## config.mk

```make
export PLATFORM = sky130hd
export DESIGN_NAME = bgr_startup_ctrl
export DESIGN_NICKNAME = d
export VERILOG_FILES = /design/src/rtl/bgr_startup_ctrl.sv
export SDC_FILE = /design/constraint.sdc
export NUM_CORES = 1
export LEC_CHECK = 0
export CORE_ASPECT_RATIO = 1.5
export CORE_MARGIN = 4
export CORE_UTILIZATION = 45
export CTS_BUF_LIST = sky130_fd_sc_hd__clkbuf_16
export DETAILED_ROUTE_END_ITERATION = 6
export GPL_TIMING_DRIVEN = 0
export PLACE_DENSITY_LB_ADDON = 0.05
export RECOVER_POWER = 25
export SKIP_CTS_REPAIR_TIMING = 1
export SLEW_MARGIN = 20
export SYNTH_ARGS = -nofsm -noshare
export SYNTH_HDL_FRONTEND = slang
export SYNTH_SLANG_ARGS = --single-unit
```

## constraint.sdc

```tcl
create_clock -name clk_i -period 2.9 [get_ports clk_i]
set_input_delay 0.58 -clock clk_i [delete_from_list [all_inputs] [get_ports clk_i]]
set_output_delay 0.58 -clock clk_i [all_outputs]
set_load 0.005 [all_outputs]
```

## src/rtl/bgr_startup_ctrl.sv

```systemverilog
// Start-up sequencer for the bandgap reference: kicks the core, blanks while it
// settles, then confirms vbg_ok through a synchroniser and glitch filter.
module bgr_startup_ctrl #(
    parameter int PULSE_CYCLES   = 16,
    parameter int SETTLE_CYCLES  = 1024,
    parameter int TIMEOUT_CYCLES = 4096,
    parameter int MAX_RETRIES    = 3,
    parameter int FILTER_LEN     = 4,
    parameter int CNT_W          = 13
) (
    input  logic       clk_i,
    input  logic       rst_i,
    input  logic       en_i,
    input  logic       vbg_ok_i,
    output logic       porst_o,
    output logic       bgr_ready_o,
    output logic       bgr_fail_o,
    output logic [1:0] retry_cnt_o,
    output logic [2:0] state_o
);

    typedef enum logic [2:0] {
        IDLE   = 3'd0,
        KICK   = 3'd1,
        SETTLE = 3'd2,
        CHECK  = 3'd3,
        READY  = 3'd4,
        FAIL   = 3'd5
    } state_t;

    localparam int FCNT_W = (FILTER_LEN > 1) ? $clog2(FILTER_LEN) : 1;

    localparam logic [CNT_W-1:0]  PULSE_LAST   = CNT_W'(PULSE_CYCLES - 1);
    localparam logic [CNT_W-1:0]  SETTLE_LAST  = CNT_W'(SETTLE_CYCLES - 1);
    localparam logic [CNT_W-1:0]  TIMEOUT_LAST = CNT_W'(TIMEOUT_CYCLES - 1);
    localparam logic [FCNT_W-1:0] FILT_LAST    = FCNT_W'(FILTER_LEN - 1);
    localparam logic [1:0]        RETRY_MAX    = 2'(MAX_RETRIES);

    logic              sync1_q;
    logic              sync2_q;
    logic              okf_q;
    logic              okf_d;
    logic [FCNT_W-1:0] fcnt_q;
    logic [FCNT_W-1:0] fcnt_d;

    state_t            state_q;
    logic [CNT_W-1:0]  timer_q;
    logic [1:0]        retry_q;
    logic              porst_q;
    logic              ready_q;
    logic              fail_q;
    logic              canRetry;

    // Filter counts consecutive synced samples that disagree with ok_f.
    always_comb begin
        okf_d  = okf_q;
        fcnt_d = '0;
        if (sync2_q != okf_q) begin
            if (fcnt_q == FILT_LAST) begin
                okf_d = ~okf_q;
            end else begin
                fcnt_d = fcnt_q + 1'b1;
            end
        end
    end

    always_ff @(posedge clk_i) begin
        if (rst_i) begin
            sync1_q <= 1'b0;
            sync2_q <= 1'b0;
            okf_q   <= 1'b0;
            fcnt_q  <= '0;
        end else begin
            sync1_q <= vbg_ok_i;
            sync2_q <= sync1_q;
            okf_q   <= okf_d;
            fcnt_q  <= fcnt_d;
        end
    end

    assign canRetry = (retry_q < RETRY_MAX);

    // Outputs are updated together with the state so they always match it.
    always_ff @(posedge clk_i) begin
        if (rst_i || !en_i) begin
            state_q <= IDLE;
            timer_q <= '0;
            retry_q <= 2'd0;
            porst_q <= 1'b0;
            ready_q <= 1'b0;
            fail_q  <= 1'b0;
        end else begin
            case (state_q)
                IDLE: begin
                    state_q <= KICK;
                    timer_q <= '0;
                    porst_q <= 1'b1;
                end
                KICK: begin
                    if (timer_q == PULSE_LAST) begin
                        state_q <= SETTLE;
                        timer_q <= '0;
                        porst_q <= 1'b0;
                    end else begin
                        timer_q <= timer_q + 1'b1;
                    end
                end
                SETTLE: begin
                    if (timer_q == SETTLE_LAST) begin
                        state_q <= CHECK;
                        timer_q <= '0;
                    end else begin
                        timer_q <= timer_q + 1'b1;
                    end
                end
                CHECK: begin
                    if (okf_q) begin
                        state_q <= READY;
                        timer_q <= '0;
                        ready_q <= 1'b1;
                    end else if (timer_q == TIMEOUT_LAST) begin
                        timer_q <= '0;
                        if (canRetry) begin
                            state_q <= KICK;
                            porst_q <= 1'b1;
                            retry_q <= retry_q + 2'd1;
                        end else begin
                            state_q <= FAIL;
                            fail_q  <= 1'b1;
                        end
                    end else begin
                        timer_q <= timer_q + 1'b1;
                    end
                end
                READY: begin
                    if (!okf_q) begin
                        timer_q <= '0;
                        ready_q <= 1'b0;
                        if (canRetry) begin
                            state_q <= KICK;
                            porst_q <= 1'b1;
                            retry_q <= retry_q + 2'd1;
                        end else begin
                            state_q <= FAIL;
                            fail_q  <= 1'b1;
                        end
                    end
                end
                FAIL: begin
                    state_q <= FAIL;
                end
                default: begin
                    state_q <= IDLE;
                    timer_q <= '0;
                    porst_q <= 1'b0;
                    ready_q <= 1'b0;
                    fail_q  <= 1'b0;
                end
            endcase
        end
    end

    assign porst_o     = porst_q;
    assign bgr_ready_o = ready_q;
    assign bgr_fail_o  = fail_q;
    assign retry_cnt_o = retry_q;
    assign state_o     = state_q;

endmodule
```

### Yosys cells after proc, flatten, opt, wreduce, memory -nomap -nowiden

Index checks and enable logic that the tools add are counted.

* multiplexer cells: 32
* reductions and logical operators: 14
* $add $sub $neg: 3
* equal/unequal tests: 17
* order comparisons: 1
* bitwise gates (word level): 5

Operator list (number)
* two-way mux 13 bit: 5
* one-hot mux 13 bit (5 select lines): 1
* two-way mux 3 bit: 6
* one-hot mux 3 bit (6 select lines): 1
* adder 13 x 1 -> 13 bit, second input constant: 1
* == test 13 x 10 -> 1 bit, second input constant: 1
* == test 13 x 12 -> 1 bit, second input constant: 1
* == test 13 x 4 -> 1 bit, second input constant: 1
* != test 2 bit, second input constant: 6
* AND reduction 4 bit: 3
* two-way mux 1 bit: 11
* two-way mux 2 bit: 4
* == test 3 x 2 -> 1 bit, second input constant: 2
* == test 3 bit, second input constant: 2
* one-hot mux 1 bit (3 select lines): 2
* NOT 1 bit: 5
* one-hot mux 1 bit (5 select lines): 1
* AND reduction 5 bit: 1
* adder 2 x 1 -> 2 bit, second input constant: 2
* one-hot mux 2 bit (2 select lines): 1
* AND reduction 2 bit: 2
* OR reduction 4 bit: 1
* == test 3 x 1 -> 1 bit, second input constant: 1
* logical NOT 3 bit: 1
* 10 further kinds: 10

* input port bits: 4
* output and inout bits: 8
* logic and storage cells: 82
* register bits: 26

### Logic depth before layout (Yosys ltp)

Gate-level depths: netlist of run 1.

* depth after elaboration: 5
* mapped depth: 7
* mapped depth without buffers: 6

### Worst setup path before layout of run 1

Ideal clock, no wire load.

* path kind: register -> register
* start point: register timer_q[0]
* end point: register porst_q, in the netlist porst_o
* data required time: 2.840 ns
* path buffers: 0
* cell stages (with the launch flop): 7
* slack: 1.125 ns
* library setup time: 0.060 ns
* clock period less this slack: 1.775 ns
* arrival: 1.715 ns
* path through: dfxtp_1 -> ha_1 -> nand3_2 -> or3_1 -> o21ai_1 -> nor3b_2 -> o221a_1

* cells in the longest elaborated chain, start to end: 3
* elaborated cells between the ends (all ways): 5
* those cells by class: eq/ne: 4; reduce/logical: 1

RTL lines
* start: declaration: RTL line 47 `logic [CNT_W-1:0] timer_q;`
* start signal: assignment: RTL line 105 `timer_q <= timer_q + 1'b1;`
* start signal: assignment: RTL line 113 `timer_q <= timer_q + 1'b1;`
* start signal: assignment: RTL line 132 `timer_q <= timer_q + 1'b1;`
* == test 13 x 12 -> 1 bit or == test 13 x 4 -> 1 bit (tied branches): RTL line 121, 100
* != test 2 bit (no source line)
* AND reduction 5 bit (no source line) (*)
* end signal: assignment: RTL line 125 `porst_q <= 1'b1;`
* end signal: assignment: RTL line 141 `porst_q <= 1'b1;`
* end signal: assignment: RTL line 155 `porst_q <= 1'b0;`
* end: declaration: RTL line 49 `logic porst_q;`

Every way passes the cells marked *; elsewhere a longest branch is shown, timed or not.
A chain may end at the register's enable or synchronous reset.

### Final worst setup path of run 1

* start point: input port rst_i
* end point: register timer_q[10]

* cells in the longest elaborated chain, start to end: 1

RTL lines
* start: declaration: RTL line 12 `input logic rst_i,`
* logical OR 1 bit: RTL line 85 `if (rst_i || !en_i) begin`

No other way between the ends.

==> flow_summary_export.csv, run 1 <==
group,metric,value,unit
place,placed_cells,234,
synth,yosys.area.top_type,"dfxtp_1",
worst_hold_path,whs_endpoint,"fcnt_q[0]",
critical_path,critPathKind,"in -> reg",
timing,final-hold-violation-count,0,
place,dp_hpwl,2.690,mm
cells_and_area,fin_area,0.001752,mm^2
cells_and_area,insertedDiodeCount,0,
route,via_per_inst,5.941,
worst_hold_path,hold_start,"fcnt_q[0]",
synth,syn_nets,190,
critical_path,cp.required,3.03,ns
power_and_ir_drop,finalPower,0.8073,mW
power_and_ir_drop,vdd_drop_max,0.3508,mV
synth,syn_inst,183,
timing,slew_viol_final,0,
timing,fin_ws,0.7289,ns
cells_and_area,regArea,520.5,um^2
worst_hold_path,hold_class,"reg -> reg",
critical_path,cp_max_fo,10,
timing,finClkSkew,0.003867,ns
status,status,"finished clean",
synth,synth_top_area_frac,0.3502,
cells_and_area,nets,206,
place,placed_area,0.001647,mm^2
die,core,0.003159,mm^2
synth,netlist_area,0.001486,mm^2
critical_path,crit_arrival,2.30,ns
route,routedWlPerCell,15.50,um
synth,synth_edf_count,0,
cts,clk_latency,0.26,ns
die,start_util,0.4705,
die,die_h,78.39,um
route,drc,0,
timing,setup_viol,0,
cts,htreeDepth,1,
power_and_ir_drop,powerDensity,460.9,mW/mm^2
cells_and_area,layout-drive-gt1-share,0.1010,
critical_path,cp-end-kind,"register",
route,drtPass1Iterations,4,
synth,synthArstFlopShare,0,
die,die-area,0.004306,mm^2
synth,yosysWarnings,0,
worst_hold_path,min_path_cells,1,
place,dp_slack,0.5270,ns
cells_and_area,syn_to_final_growth,17.85,%
place,numPortBuffers,11,
synth,yosysSeqAreaShare,0.3502,
cells_and_area,final_cells,238,
critical_path,r2r_slack,0.79,ns
cts,cts_buffers,3,
timing,hold_slack,0.4294,ns
synth,avgSynthCellArea,8.123,um^2
die,fp-row-count,25,
grt,grt_pass1_wl,6.175,mm
cells_and_area,multi_input_area,897.1,um^2
timing,fmax,0.4606,GHz
timing,tns,0,ns
route,vias,1414,
critical_path,r2r-end,"porst_o",
cts,clockRootBuffer,"clkbuf_16",
synth,synth_ff_type,"dfxtp_1",
die,die_w,54.93,um
grt,grt_antenna_before_repair,0,
grt,grt_pass1_vias,1395,
route,finalWirelength,3.689,mm
timing,maxSlewHeadroom,0.6318,
cells_and_area,fin_util,0.5545,
cts,cts.sinks,26,
synth,ys_ff_latch,26,
power_and_ir_drop,leakage,0.6028,nW
synth,synth.area.top_cells,"dfxtp_1 35%, a21oi_1 6.1%, nor2_1 5.1%",
critical_path,startpoint_type,"primary input",
route,ant_nets,0,
timing,rsz0062_at_grt,"no",
grt,grt_max_degree,16,
route,drt_iter0_markers,51,
timing,worst_pin_slew,0.5523,ns
critical_path,r2r_cells,6,
cts,clk_path_buf_depth,2,
cts,cts_tree,"done",
grt,globalRouteOverflowTotal,0,
die,io_pins,12,
timing,min_period,2.171,ns
grt,grt.total_usage,0.1898,
synth,synth_common_cells,"26 x dfxtp_1, 20 x nor2_1, 18 x a21oi_1, 18 x nand2_1, 9 x o22ai_1",
critical_path,startpoint,"rst_i",
place,gp_congestion,0.8445,
timing,finalCritPeriodShare,0.7487,
synth,yosys.cell_count.top_type,"dfxtp_1",
job,max-cap-violations,0,
cells_and_area,fill_cells,316,
cts,clk_pin_slew,0.07,ns
synth,yosysUniqueCellTypes,53,
critical_path,reg2reg_from,"timer_q[0]",
==> cells by family after synthesis <==
logic type / synth area share
multiplexers: 0.006734
AO/OA/AOI/OAI: 0.2391
AND/OR/NAND/NOR: 0.3148
XOR/XNOR: 0.01768
buffers and inverters: 0.04629
flip-flops: 0.3502
adder cells (fa/ha/maj): 0.02526
==> layout by cell type, fill, tap and decap left out, types with 3 or more instances in the layout <==
| master | n |
|---|---|
| or3_1 | 3 |
| dlygate4sd3_1 | 4 |
| clkbuf_1 | 4 |
| nand2_1 | 18 |
| o22ai_1 | 9 |
| o21ai_1 | 5 |
| nand3_1 | 4 |
| clkbuf_16 | 3 |
| a21oi_1 | 18 |
| inv_1 | 3 |
| nor2b_1 | 7 |
| ha_1 | 3 |
| clkdlybuf4s50_1 | 7 |
| o21a_1 | 3 |
| nor3_1 | 4 |
| and2_1 | 6 |
| o21ai_0 | 6 |
| buf_2 | 3 |
| dfxtp_1 | 26 |
| nor2_1 | 20 |
==> how the worst max path moves through the flow <==
stage | endpoint | slack (ns)
detailed placement | retry_cnt_o[0] | 0.53
global route | retry_cnt_o[0] | 0.60
finish | timer_q[10] | 0.73
global placement | bgr_ready_o | 0.55
CTS | retry_cnt_o[0] | 0.80
floorplan | porst_o | 1.12
==> metal layers <==
layer	vias to the layer above	global-route usage	routed length, um
met5	-	0	0
met4	0	0.08273	85
met3	9	0.02467	121
met2	35	0.3092	1920
met1	670	0.2403	1562
li1	700	-	-
==> registers in the layout, indices dropped and copies added (netlist names) <==
name,count
timer_q,13
state_o,3
fcnt_q,2
retry_cnt_o,2
bgr_fail_o,1
bgr_ready_o,1
okf_q,1
porst_o,1
sync1_q,1
sync2_q,1
==> where the power goes <==
part	internal [mW]	switching, mW	leakage, nW
logic	0.0161	0.0226	0.341
registers	0.361	0.00260	0.210
clock network	0.275	0.130	0.0511
==> worst max-delay path, cell delays in order <==
cell and delay [ns]:
dlygate4sd3_1 0.62, nand2b_1 0.12, clkbuf_1 0.43, buf_1 0.45, a21oi_1 0.09
==> area by class of cell <==
| type | count | area share |
|---|---|---|
| clock inverter | 1 | 0.01714 |
| multi-input combinational | 143 | 0.5121 |
| tap | 40 | 0.02857 |
| sequential | 26 | 0.2971 |
| clock buffer | 3 | 0.04286 |
| timing repair buffer | 11 | 0.06286 |
| buffer | 11 | 0.03286 |
| inverter | 3 | 0.006429 |
(Power assumes the default switching activity.)
==> run 2, diff against run 1 <==
Clock period 2.9 ns to 1.9 ns, I/O delays scaled along.
==> run 2 against run 1 <==
The flow now finishes with violations (setup timing). Combinational power increased by 110%. Worst setup slack got worse by 0.79 ns. Count of clock-buffer cells in the layout unchanged. Clock skew decreased by 0.0011 ns. Global-route usage unchanged. Clock power increased by 55%. Critical path type is now reg -> reg.
==> flow_summary_export.csv, run 2 (synthesis results as in run 1) <==
group,metric,value,unit
die,core,0.003159,mm^2
die,fp-row-count,25,
timing,final-hold-violation-count,0,
die,die_h,78.39,um
cts,clk_pin_slew,0.07,ns
grt,grt.total_usage,0.1898,
grt,grt_max_degree,16,
cells_and_area,fin_area,0.002014,mm^2
place,dp_slack,-0.2730,ns
die,die-area,0.004306,mm^2
worst_hold_path,hold_start,"fcnt_q[0]",
critical_path,cp.required,2.05,ns
timing,fmax,0.5089,GHz
place,numPortBuffers,11,
timing,worst_pin_slew,0.5200,ns
cts,cts.sinks,26,
timing,finClkSkew,0.002774,ns
route,ant_nets,0,
die,die_w,54.93,um
status,status,"finished, violations left",
power_and_ir_drop,leakage,0.7586,nW
timing,setup_viol,13,
timing,maxSlewHeadroom,0.6534,
cells_and_area,final_common_cell,"dfxtp_1",
cts,cts_buffers,3,
timing,finalCritPeriodShare,1.034,
critical_path,crit_path_max_incr_delay,0.52,ns
route,drt_iter0_markers,54,
critical_path,startpoint,"timer_q[9]",
critical_path,crit_chain,"or4_4, nor4_4, nor2_4, clkbuf_16, o21ai_2, a21oi_1",
grt,grt_pass1_vias,1395,
grt,grt_pass1_wl,6.175,mm
route,drc,0,
cts,clk_path_buf_depth,2,
timing,slew_viol_final,0,
place,placed_area,0.001647,mm^2
worst_hold_path,hold_class,"reg -> reg",
critical_path,cp-end-kind,"register",
critical_path,cp_max_fo,7,
die,io_pins,12,
timing,fin_ws,-0.06494,ns
route,finalWirelength,4.068,mm
cells_and_area,largest_register,"timer_q",
route,via_per_inst,6.004,
cells_and_area,nets,214,
critical_path,reg2reg_from,"timer_q[9]",
cells_and_area,largest_reg_flops,13,
critical_path,crit_arrival,2.11,ns
cts,htreeDepth,1,
critical_path,startpoint_type,"register",
route,drtPass1Iterations,4,
place,gp_congestion,0.8445,
status,violations,"setup timing",
cells_and_area,layout-drive-gt1-share,0.2621,
job,max-cap-violations,0,
critical_path,slowest_stage,"or4_4",
power_and_ir_drop,powerDensity,626.5,mW/mm^2
timing,rsz0062_at_grt,"yes",
grt,globalRouteOverflowTotal,0,
cells_and_area,insertedDiodeCount,0,
route,routedWlPerCell,16.54,um
power_and_ir_drop,finalPower,1.262,mW
place,dp_hpwl,2.690,mm
cts,cts_tree,"done",
cts,clk_latency,0.26,ns
cells_and_area,syn_to_final_growth,35.52,%
die,start_util,0.4705,
cells_and_area,final_cell_mix,"23 x dfxtp_1, 20 x nor2_1, 18 x nand2_1, 16 x a21oi_1, 11 x clkdlybuf4s50_1",
timing,min_period,1.965,ns
route,vias,1477,
power_and_ir_drop,vdd_drop_max,0.5483,mV
grt,grt_antenna_before_repair,0,
cts,clockRootBuffer,"clkbuf_16",
critical_path,critPathKind,"reg -> reg",
-- run 2: cell count changes in the layout (fill, tap and decap cells not counted), moves of 3 or more --
cell	change
o21ai_1	-4
o22ai_2	+7
o21ai_2	+4
dlygate4sd3_1	-4
buf_6	+3
o22ai_1	-9
buf_4	+4
dfxtp_1	-3
clkdlybuf4s50_1	+4
-- run 2: routing by layer --
layer  share of wire  GRT usage
met4           0.018    0.08273
met5               0          0
met3           0.028    0.02467
met1            0.41     0.2403
met2            0.54     0.3092
-- run 2: path summary, 6_finish.rpt --
kind,end,slack (ns),cells after the start
setup / recovery,timer_q[11],-0.06,6
setup reg to reg,timer_q[11],-0.06,6
hold reg to reg,fcnt_q[0],0.43,1
hold / removal,fcnt_q[0],0.43,1
-- run 2: area by class of cell --
class,count,area (um^2)
Fill cell,286,1145
Multi-Input combinational cell,143,1049
Sequential cell,26,529.3
Timing Repair Buffer,20,206.4
Clock buffer,3,75.07
Buffer,10,63.81
Tap cell,40,50.05
Clock inverter,1,30.03
Inverter,3,11.26
-- run 2: worst max-delay path: cells and delay by family, from the launching register on --
kind,cells,cell delay (ns)
AO/OA/AOI/OAI,2,0.21
flip-flops,1,0.35
buffers and inverters,1,0.19
AND/OR/NAND/NOR,3,1.09
-- run 2: power breakdown --
part / total (mW) / internal [mW] / switching [mW]
clock network: 0.628 / 0.420 / 0.208
logic: 0.0818 / 0.0388 / 0.0430
registers: 0.552 / 0.548 / 0.00431
-- run 2: per-stage QoR --
step	hold slack, ns	util	TNS, ns	cells
2_1_floorplan	0.3974	-	0	183
5_1_grt	0.4616	0.6376	-1.298	246
4_1_cts	0.4334	0.5545	-1.170	238
3_5_place_dp	0.4213	0.5212	-2.934	234
6_report	0.4304	0.6376	-0.5465	246
3_3_place_gp	0.4055	0.5212	-2.567	234
==> run 3, diff against run 2 <==
Settings changed: TNS_END_PERCENT from default to 1.
==> run 3 against run 2 <==
The run still ends with setup timing left. Maximum frequency up 0.25%. Largest power group unchanged. Core utilization about the same. Largest cell class unchanged. Register-to-register slack about the same. Critical path depth unchanged.
==> flow_summary_export.csv, run 3 (synthesis results as in run 1) <==
group,metric,value,unit
status,status,"finished, violations left",
status,violations,"setup timing",
cells_and_area,insertedDiodeCount,0,
worst_hold_path,min_path_cells,1,
route,drtPass1Iterations,4,
cts,cts_tree,"done",
place,dp_slack,-0.2730,ns
worst_hold_path,hold_class,"reg -> reg",
place,dp_hpwl,2.690,mm
route,vias,1469,
cells_and_area,fill_cells,284,
die,io_pins,12,
cells_and_area,final_common_cell,"dfxtp_1",
route,via_per_inst,5.947,
critical_path,cp.required,2.05,ns
timing,min_period,1.960,ns
worst_hold_path,whs_endpoint,"fcnt_q[0]",
die,fp-row-count,25,
grt,grt.total_usage,0.1898,
cts,clk_latency,0.26,ns
critical_path,cp-end-kind,"register",
critical_path,startpoint_type,"register",
die,core,0.003159,mm^2
timing,rsz0062_at_grt,"yes",
route,drc,0,
cts,cts.sinks,26,
cts,htreeDepth,1,
die,die-area,0.004306,mm^2
critical_path,cp_max_fo,7,
timing,fmax,0.5102,GHz
timing,slew_viol_final,0,
cells_and_area,syn_to_final_growth,35.61,%
critical_path,slowest_stage,"or4_4",
power_and_ir_drop,leakage,0.7626,nW
grt,grt_pass1_wl,6.175,mm
cells_and_area,regArea,529.3,um^2
place,placed_area,0.001647,mm^2
timing,hold_slack,0.4313,ns
cts,clk_pin_slew,0.07,ns
place,gp_congestion,0.8445,
route,drt_iter0_markers,39,
critical_path,crit_path_max_incr_delay,0.52,ns
place,placed_cells,234,
cells_and_area,fin_area,0.002016,mm^2
timing,tns,-0.4143,ns
route,finalWirelength,4.034,mm
grt,globalRouteOverflowTotal,0,
timing,final-hold-violation-count,0,
route,routedWlPerCell,16.33,um
die,die_w,54.93,um
die,start_util,0.4705,
job,max-cap-violations,0,
route,route.met2.wl,2.173,mm
route,wl_met3,110,um
route,ant_nets,0,
place,numPortBuffers,11,
cts,cts_buffers,3,
route,wl_met1,1.679,mm
timing,finClkSkew,0.001169,ns
route,highest_layer,"met4",
cells_and_area,largest_register,"timer_q",
timing,maxSlewHeadroom,0.6919,
worst_hold_path,hold_start,"fcnt_q[0]",
cts,clk_path_buf_depth,2,
grt,grt_pass1_vias,1395,
timing,setup_viol,13,
cells_and_area,layout-drive-gt1-share,0.2609,
critical_path,critPathKind,"reg -> reg",
timing,fin_ws,-0.06009,ns
cts,clockRootBuffer,"clkbuf_16",
cells_and_area,final_cell_mix,"23 x dfxtp_1, 20 x nor2_1, 18 x nand2_1, 16 x a21oi_1, 10 x clkdlybuf4s50_1",
critical_path,r2r_slack,-0.06,ns
critical_path,reg2reg_from,"timer_q[9]",
cells_and_area,multi_input_area,0.001045,mm^2
critical_path,r2r_cells,6,
timing,finalCritPeriodShare,1.032,
power_and_ir_drop,vdd_drop_max,0.5433,mV
power_and_ir_drop,powerDensity,624.2,mW/mm^2
timing,worst_pin_slew,0.4582,ns
grt,grt_max_degree,16,
cells_and_area,final_cells,247,
grt,grt_antenna_before_repair,0,
die,die_h,78.39,um
critical_path,crit_arrival,2.11,ns
critical_path,r2r-end,"timer_q[5]",
critical_path,crit_chain,"or4_4, nor4_4, nor2_4, clkbuf_16, o22ai_2, a21oi_1",
cells_and_area,nets,215,
cells_and_area,largest_reg_flops,13,
-- run 3: changes by cell type in the layout (fill, tap and decap cells not counted) --
cell | before | now
dlygate4sd3_1 | 0 | 1
o21ai_1 | 1 | 2
o21ai_2 | 4 | 3
clkdlybuf4s50_1 | 11 | 10
clkbuf_2 | 3 | 4
-- run 3: worst max-delay path, delay by kind of cell, from the launching register on --
| family | cells | cell delay [ns] |
|---|---|---|
| AO/OA/AOI/OAI | 2 | 0.22 |
| flip-flops | 1 | 0.35 |
| buffers and inverters | 1 | 0.19 |
| AND/OR/NAND/NOR | 3 | 1.09 |
-- run 3: through the flow --
stage	utilization	power, mW
after detailed placement	0.5212	0.6269
after CTS	0.5545	1.249
after floorplan	-	0.6028
final	0.6380	1.258
after global routing	0.6380	1.289
after global placement	0.5212	0.6258
-- run 3: power by group --
group | leakage, nW | switching (mW) | internal (mW)
clock network | 0.0511 | 0.204 | 0.420
logic | 0.499 | 0.0431 | 0.0390
registers | 0.212 | 0.00430 | 0.548
-- run 3: how the worst max path moves through the flow --
| stage | from | endpoint | slack (ns) | cells past startpoint |
|---|---|---|---|---|
| 2_1_floorplan | timer_q[0] | porst_o | 0.12 | 6 |
| 3_3_place_gp | rst_i | bgr_ready_o | -0.25 | 5 |
| 3_5_place_dp | rst_i | retry_cnt_o[0] | -0.27 | 5 |
| 4_1_cts | timer_q[0] | porst_o | -0.19 | 6 |
| 5_1_grt | timer_q[9] | timer_q[5] | -0.11 | 6 |
| 6_report | timer_q[9] | timer_q[5] | -0.06 | 6 |
-- run 3: metal layers --
metal  track usage  up-vias
met5             0        -
met4       0.08273        0
met3       0.02467        8
met2        0.3092       37
met1        0.2403      708
li1              -      716
-- run 3: cell type report --
type                            instances  share of cell area
Sequential cell                        26              0.2626
Clock buffer                            3             0.03724
Multi-Input combinational cell        143              0.5183
Timing Repair Buffer                   20              0.1024
Buffer                                 11             0.03414
Tap cell                               40             0.02483
Inverter                                3            0.005587
Clock inverter                          1             0.01490
